### config.mk
export PLATFORM = sky130hd
export DESIGN_NAME = can_rx_destuffer
export DESIGN_NICKNAME = d
export VERILOG_FILES = /design/src/rtl/can_rx_destuffer.sv
export SDC_FILE = /design/constraint.sdc
export NUM_CORES = 1
export LEC_CHECK = 0
export CAP_MARGIN = 10
export CORE_ASPECT_RATIO = 0.6
export CORE_MARGIN = 10
export CORE_UTILIZATION = 44
export DETAILED_ROUTE_END_ITERATION = 10
export PLACE_DENSITY_LB_ADDON = 0.08
export SYNTH_ARGS = -nofsm -noshare
export SYNTH_HDL_FRONTEND = slang
export SYNTH_SLANG_ARGS = --single-unit
### constraint.sdc
create_clock -name clk -period 1.6 [get_ports clk]
set_input_delay 0.24 -clock clk [delete_from_list [all_inputs] [get_ports clk]]
set_output_delay 0.24 -clock clk [all_outputs]
set_load 0.02 [all_outputs]
### src/rtl/can_rx_destuffer.sv
// ---------------------------------------------------------------------------
// can_rx_destuffer
//   CAN receive-side bit destuffer with CRC-15 accumulation.
//   It tracks runs of equal bits inside the stuffing window. It flags the bit
//   that follows STUFF_LEN equal bits as a stuff bit, so downstream skips it.
//   It reports a stuff-rule violation and accumulates CRC-15 over the
//   non-stuff bits.
//
// Ports
//   clk              : clock, all state changes on rising edge
//   rst              : asynchronous active-high reset
//   rx_bit_curr      : synchronized bus bit, valid with sample_point
//   sample_point     : one-cycle strobe at the sample instant of a bit
//   destuff_en       : stuffing window (SOF through last CRC bit)
//   crc_en           : CRC coverage window (SOF through last CRC bit)
//   crc_clear        : synchronous clear of CRC register and stuff counter
//   remove_stuff_bit : combinational, current sampled bit is a stuff bit
//   stuff_err        : registered one-cycle pulse on a stuff violation
//   crc_calc         : current CRC register
//   crc_ok           : combinational, crc_calc == 0
//   stuff_cnt        : stuff bits removed since last crc_clear, saturating
// ---------------------------------------------------------------------------
module can_rx_destuffer #(
  parameter int unsigned STUFF_LEN = 5,
  parameter logic [14:0] CRC_POLY  = 15'h4599
) (
  input  logic        clk,
  input  logic        rst,
  input  logic        rx_bit_curr,
  input  logic        sample_point,
  input  logic        destuff_en,
  input  logic        crc_en,
  input  logic        crc_clear,
  output logic        remove_stuff_bit,
  output logic        stuff_err,
  output logic [14:0] crc_calc,
  output logic        crc_ok,
  output logic [7:0]  stuff_cnt
);

  localparam int unsigned RUN_W = 3;
  localparam int unsigned CRC_W = 15;
  localparam int unsigned CNT_W = 8;
  localparam logic [RUN_W-1:0] RUN_STUFF = RUN_W'(STUFF_LEN);
  localparam logic [CNT_W-1:0] CNT_MAX   = {CNT_W{1'b1}};

  logic [RUN_W-1:0] run_cnt, run_cnt_nxt;
  logic             last_bit, last_bit_nxt;
  logic [CRC_W-1:0] crc_reg, crc_reg_nxt;
  logic [CNT_W-1:0] cnt_reg, cnt_reg_nxt;
  logic             err_reg, err_reg_nxt;
  logic             at_stuff;
  logic             crc_fb;

  // Stuff position: the run has reached its limit, so this strobe carries a stuff bit
  assign at_stuff         = (run_cnt == RUN_STUFF);
  assign remove_stuff_bit = sample_point & destuff_en & at_stuff;
  assign crc_fb           = rx_bit_curr ^ crc_reg[CRC_W-1];

  // Next-state logic for run tracking, CRC and stuff bookkeeping
  always_comb begin
    run_cnt_nxt  = run_cnt;
    last_bit_nxt = last_bit;
    crc_reg_nxt  = crc_reg;
    cnt_reg_nxt  = cnt_reg;
    err_reg_nxt  = 1'b0;

    if (sample_point) begin
      if (!destuff_en) begin
        // Outside the window: arm for the next frame; recessive is the idle level
        run_cnt_nxt  = '0;
        last_bit_nxt = 1'b1;
      end else if (at_stuff) begin
        // A stuff bit also starts the next run
        run_cnt_nxt  = RUN_W'(1);
        last_bit_nxt = rx_bit_curr;
        if (rx_bit_curr != last_bit) begin
          if (cnt_reg != CNT_MAX) begin
            cnt_reg_nxt = cnt_reg + CNT_W'(1);
          end
        end else begin
          err_reg_nxt = 1'b1;
        end
      end else begin
        if ((run_cnt == '0) || (rx_bit_curr != last_bit)) begin
          run_cnt_nxt = RUN_W'(1);
        end else begin
          run_cnt_nxt = run_cnt + RUN_W'(1);
        end
        last_bit_nxt = rx_bit_curr;
        if (crc_en) begin
          crc_reg_nxt = {crc_reg[CRC_W-2:0], 1'b0} ^ (crc_fb ? CRC_POLY : '0);
        end
      end
    end

    // Clear wins over any same-cycle update of CRC and counter
    if (crc_clear) begin
      crc_reg_nxt = '0;
      cnt_reg_nxt = '0;
    end
  end

  // State registers
  always_ff @(posedge clk or posedge rst) begin
    if (rst) begin
      run_cnt  <= '0;
      last_bit <= 1'b1;
      crc_reg  <= '0;
      cnt_reg  <= '0;
      err_reg  <= 1'b0;
    end else begin
      run_cnt  <= run_cnt_nxt;
      last_bit <= last_bit_nxt;
      crc_reg  <= crc_reg_nxt;
      cnt_reg  <= cnt_reg_nxt;
      err_reg  <= err_reg_nxt;
    end
  end

  assign stuff_err = err_reg;
  assign crc_calc  = crc_reg;
  assign crc_ok    = (crc_reg == '0);
  assign stuff_cnt = cnt_reg;

endmodule
==> flow_summary.toml, run 1 <==
[worst_setup_path]
worst_setup_path_start_kind = "register"
endpoint_kind = "register"
reg2reg_depth = 6
crit_required_ps = 1820
path_max_fanout = 5
path_class = "register to register"
rr_endpoint = "stuff_cnt[5]"
crit_end = "stuff_cnt[5]"
r2r_start = "run_cnt[1]"
regToRegSetupSlack_ps = -80
critPathLaunch = "run_cnt[1]"
worstPathArrival_ps = 1900

[synthesis]
yosys_warnings = 0
yosysUniqueCellTypes = 31
yosysTopAreaCell = "dfrtp_1"
ys_seq_area_frac = 0.500
ys_top_cells_by_area = "dfrtp_1 48%, nand2_1 8.5%, a21oi_1 7.1%"
synth-seq-cells = 28
syn-instance-count = 149
synth_fp_nets = 160
netlist_area_um2 = 1410
synth_top_cell_area_share = 0.481
post_synth.cell_area_avg_um2 = 9.43

[cells_and_area]
final_common_cell = "buf_4"
finalNetCount = 228
utilization = 0.736
final-seq-area_um2 = 703
final_cell_mix = "35 x buf_4, 32 x nand2_1, 26 x dfrtp_1"
syn2layout_area_growth_pct = 55.3
layout-drive-gt1-share = 0.282
multiInputGateArea_um2 = 747
final.fill_count = 240
antenna_cells = 0
final_cell_area_um2 = 2180

[clock_tree]
root_buffer = "clkbuf_8"
cts.sinks = 28
clk_latency_ps = 280
cts_tree = "built"
holdBufCountCts = 0
htree_levels = 1
cts_buffers = 3
clkTransAtPathRegs_ps = 100
clockBufferDepth = 2

[die]
initial_utilization = 0.474
rows = 15
die_area_um2 = 5930
io_pins = 33
die_h_um = 63.8
core_area_um2 = 2970
die_w_um = 93.0

[sta]
finalCritPeriodShare = 1.05
rsz0062_at_grt = "true"
skew_ps = 9.62
slew_headroom = 0.752
hold_slack_ps = 319
fin_ws_ps = -82.5
finalSetupViolCount = 2
slew_viol_final = 0
worst_pin_slew_ps = 372
fmax_mhz = 594
finalCriticalPeriod_ps = 1680
finalHoldViolations = 0

[drt]
vias_per_cell = 5.33
drt-initial-drc-count = 68
drtAntennaViolNets = 0
dr_total_vias = 1374
wl_per_cell_um = 16.0
drc = 0
drt_pass1_iterations = 4
wl_mm = 4.12

[global_routing]
grt_pass1_vias = 1369
grt_overflow = 0
grt_pass1_wl_mm = 6.73
grtUsageTotal = 0.135
antenna_found_initial = 0
grt_max_degree = 29

[placement]
dp.final_hpwl_mm = 2.83
dpl_cell_area_um2 = 2020
gp_congestion = 0.818
io_buffers = 32

[outcome]
status = "complete, but fails checks"
violations = "setup timing"

[pwr]
ir_drop_uv = 432
pwr_density_cell_nw_per_um2 = 713
power.leakage_nw = 1.09

[flow_run]
cap_violations = 0

[min_path]
worstHoldPathType = "input port to async pin"
critical path, stage by stage, from the launching register on:
cell and delay (ps):
dfrtp_1 400, inv_2 80, ha_4 120, and4_4 240, o211ai_4 120, or4_4 520, a21oi_2 140
worst min-delay path by stage:
stage	end	slack (ps)	cells past startpoint
floorplan	crc_calc[0]	300	1
global placement	last_bit	500	2
detailed placement	last_bit	510	2
CTS	stuff_cnt[7]	330	3
global route	stuff_cnt[3]	390	3
finish	stuff_cnt[3]	320	3
cell type report:
cell class	count	share of cell area
Tap cell	42	0.0241
Multi-Input combinational cell	110	0.342
Inverter	5	0.00860
Sequential cell	28	0.322
Clock inverter	1	0.0138
Clock buffer	3	0.0189
Timing Repair Buffer	69	0.270
where the power goes:
group | switching (W) | total [W] | leakage [nW] | internal (W)
registers | 0.0000183 | 0.000745 | 0.383 | 0.000726
clock network | 0.000229 | 0.000564 | 0.0357 | 0.000335
logic | 0.000130 | 0.000248 | 0.671 | 0.000118
total | 0.000377 | 0.00156 | 1.09 | 0.00118
layer usage:
metal	part of all wire	global-route usage	up-vias
met1	0.46	0.182	681
met5	0	0	-
met3	0.048	0.0385	4
met2	0.48	0.211	35
li1	-	-	654
met4	0.0070	0.0287	0
per-stage QoR:
| step | worst slack (ps) | setup TNS [ps] | cells | total power (W) |
|---|---|---|---|---|
| 6_report | -82.5 | -139 | 258 | 0.00156 |
| 5_1_grt | -128 | -516 | 258 | 0.00162 |
| 4_1_cts | -41.4 | -92.1 | 256 | 0.00155 |
| 3_5_place_dp | -301 | -2890 | 250 | 0.000992 |
| 3_3_place_gp | -263 | -2360 | 250 | 0.000986 |
| 2_1_floorplan | 2.60 | 0 | 149 | 0.000876 |
sequential cells by signal, indices dropped and copies added, names as in the netlist:
name and cells:
stuff_cnt 8, stuff_err 1, run_cnt 3, crc_calc 15
last_bit 1
cells in the mapped netlist, drive strengths merged:
library cell / n
buf: 2
mux2i: 1
o211ai: 1
a31oi: 2
dfstp: 1
xnor2: 8
ha: 4
nand2: 32
nor2: 5
o21ai: 6
a211oi: 1
a21oi: 20
nand4: 2
nand2b: 2
o311ai: 1
nor4bb: 1
and4bb: 1
clkbuf: 5
or3: 4
dfrtp: 27
o31ai: 2
or4: 2
nor3: 2
nand3: 3
and4: 4
xor2: 2
inv: 5
nor4: 3
cell families after synthesis:
family | Yosys count | synth area share
AO/OA/AOI/OAI | 33 | 0.133
XOR/XNOR | 10 | 0.0677
adder cells (fa/ha/maj) | 4 | 0.0356
buffers and inverters | 12 | 0.0383
flip-flops | 28 | 0.500
multiplexers | 1 | 0.00712
AND/OR/NAND/NOR | 61 | 0.219
what timing repair did:
item	4_1_cts	5_1_grt
gates resized for setup	34	12
setup endpoints to repair	24	13
gates cloned	1	0
setup buffers	1	2
pin swaps	4	4
(Power assumes the default switching activity.)
==> inputs of run 2 (changes only) <==
Settings changed: CTS_CLUSTER_SIZE from default to 10, SLEW_MARGIN from default to 20.
==> results of run 2 <==
Same layout as run 1: the final DEF is identical, and so are final timing and power.
==> inputs of run 3 (changes only) <==
Settings changed: CORE_MARGIN 10 to 2.
==> flow_summary.toml, run 3 (synthesis gave the netlist of run 1 again) <==
[outcome]
status = "complete, but fails checks"
violations = "setup timing"

[drt]
dr_wl_met2_mm = 1.62
wl_mm = 3.59
wl_met3_um = 160
drc = 0
vias_per_cell = 5.15
drt-initial-drc-count = 57
dr_total_vias = 1348
drt_pass1_iterations = 4
wl_per_cell_um = 13.7
top_layer = "met4"
drtAntennaViolNets = 0
wl_met1_mm = 1.80

[worst_setup_path]
endpoint_kind = "register"
worstPathArrival_ps = 1840
path_max_fanout = 5
worst_setup_path_start_kind = "register"
path_class = "register to register"
crit_required_ps = 1800

[sta]
rsz0062_at_grt = "true"
fmax_mhz = 610
skew_ps = 3.72
tns_ps = -119
fin_ws_ps = -40.3
finalCriticalPeriod_ps = 1640
slew_headroom = 0.762
hold_slack_ps = 326
finalHoldViolations = 0
worst_pin_slew_ps = 357
slew_viol_final = 0
finalSetupViolCount = 7
finalCritPeriodShare = 1.03

[placement]
gp_congestion = 0.834
io_buffers = 32
dpl_cell_area_um2 = 2070
dp.final_hpwl_mm = 2.57

[cells_and_area]
final_cell_area_um2 = 2190
layout-drive-gt1-share = 0.277
largest_reg_flops = 15
final_common_cell = "buf_4"
antenna_cells = 0
final.fill_count = 231
final_cell_mix = "40 x buf_4, 32 x nand2_1, 26 x dfrtp_1"
finalNetCount = 232
utilization = 0.744
syn2layout_area_growth_pct = 56.0

[clock_tree]
cts.sinks = 28
root_buffer = "clkbuf_8"
clockBufferDepth = 2
htree_levels = 1
cts_buffers = 3
clkTransAtPathRegs_ps = 90
cts_tree = "built"
clk_latency_ps = 270

[global_routing]
grt_pass1_vias = 1227
grt_max_degree = 29
grtUsageTotal = 0.212
antenna_found_initial = 0
grt_pass1_wl_mm = 5.90
grt_overflow = 0

[die]
die_area_um2 = 3680
core_area_um2 = 2950
io_pins = 33
die_w_um = 77.0
initial_utilization = 0.477
rows = 15
die_h_um = 47.8

[pwr]
p_total_w = 0.00139
clockPowerShare = 0.283
pwr_density_cell_nw_per_um2 = 632
ir_drop_uv = 605
p_comb_frac = 0.180
seqPwrFrac = 0.537
internal_power_w = 0.00103
p_sw_frac = 0.260
power.leakage_nw = 1.17
p_switching_w = 0.000360

[flow_run]
cap_violations = 0

[min_path]
worstHoldPathType = "input port to async pin"
[run 3: layout make-up]
class / instances / area (um2) / share of cell area
inverter: 5 / 18.8 / 0.00856
sequential: 28 / 703 / 0.321
timing repair buffer: 73 / 647 / 0.295
clock buffer: 4 / 45.0 / 0.0205
tap: 42 / 52.6 / 0.0240
multi-input combinational: 110 / 726 / 0.331
[run 3: path summary, 6_finish.rpt]
kind | startpoint | to | slack [ps] | cells after the start
setup reg to reg | last_bit | stuff_cnt[7] | -40 | 4
max in group asynchronous | rst | last_bit | 970 | 3
hold reg to reg | last_bit | last_bit | 530 | 2
min in group clk | last_bit | last_bit | 530 | 2
hold / removal | rst | stuff_cnt[5] | 330 | 3
setup / recovery | last_bit | stuff_cnt[7] | -40 | 4
[run 3: metal layers]
| metal | track usage | up-vias |
|---|---|---|
| li1 | - | 670 |
| met1 | 0.304 | 647 |
| met2 | 0.346 | 29 |
| met3 | 0.0491 | 2 |
| met4 | 0.0327 | 0 |
| met5 | 0 | - |
[run 3: worst max-delay path, stage by stage, from the launching register on]
cell and delay (ps):
dfstp_2 600, xor2_4 220, o211ai_4 130, or4_1 480, a21oi_1 140
[run 3: timing repair]
action | in CTS | in global routing
setup buffers | 2 | 1
cloned | 1 | 0
resized for setup | 25 | 16
setup endpoints to repair | 18 | 20
hold buffers | 0 | 0
pin swaps | 4 | 3
[run 3: power by group through the flow]
| stage | Sequential [W] | Combinational [W] | Clock [W] |
|---|---|---|---|
| global route | 0.000747 | 0.000276 | 0.000429 |
| CTS | 0.000743 | 0.000245 | 0.000401 |
| global placement | 0.000753 | 0.000235 | 0 |
| finish | 0.000744 | 0.000250 | 0.000392 |
| detailed placement | 0.000755 | 0.000241 | 0 |
| floorplan | 0.000767 | 0.000109 | 0 |
[run 3: per-stage QoR]
step,instances,setup slack [ps]
5_1_grt,262,-106
6_report,262,-40.3
3_5_place_dp,254,-277
3_3_place_gp,254,-250
2_1_floorplan,149,2.60
4_1_cts,261,-46.7
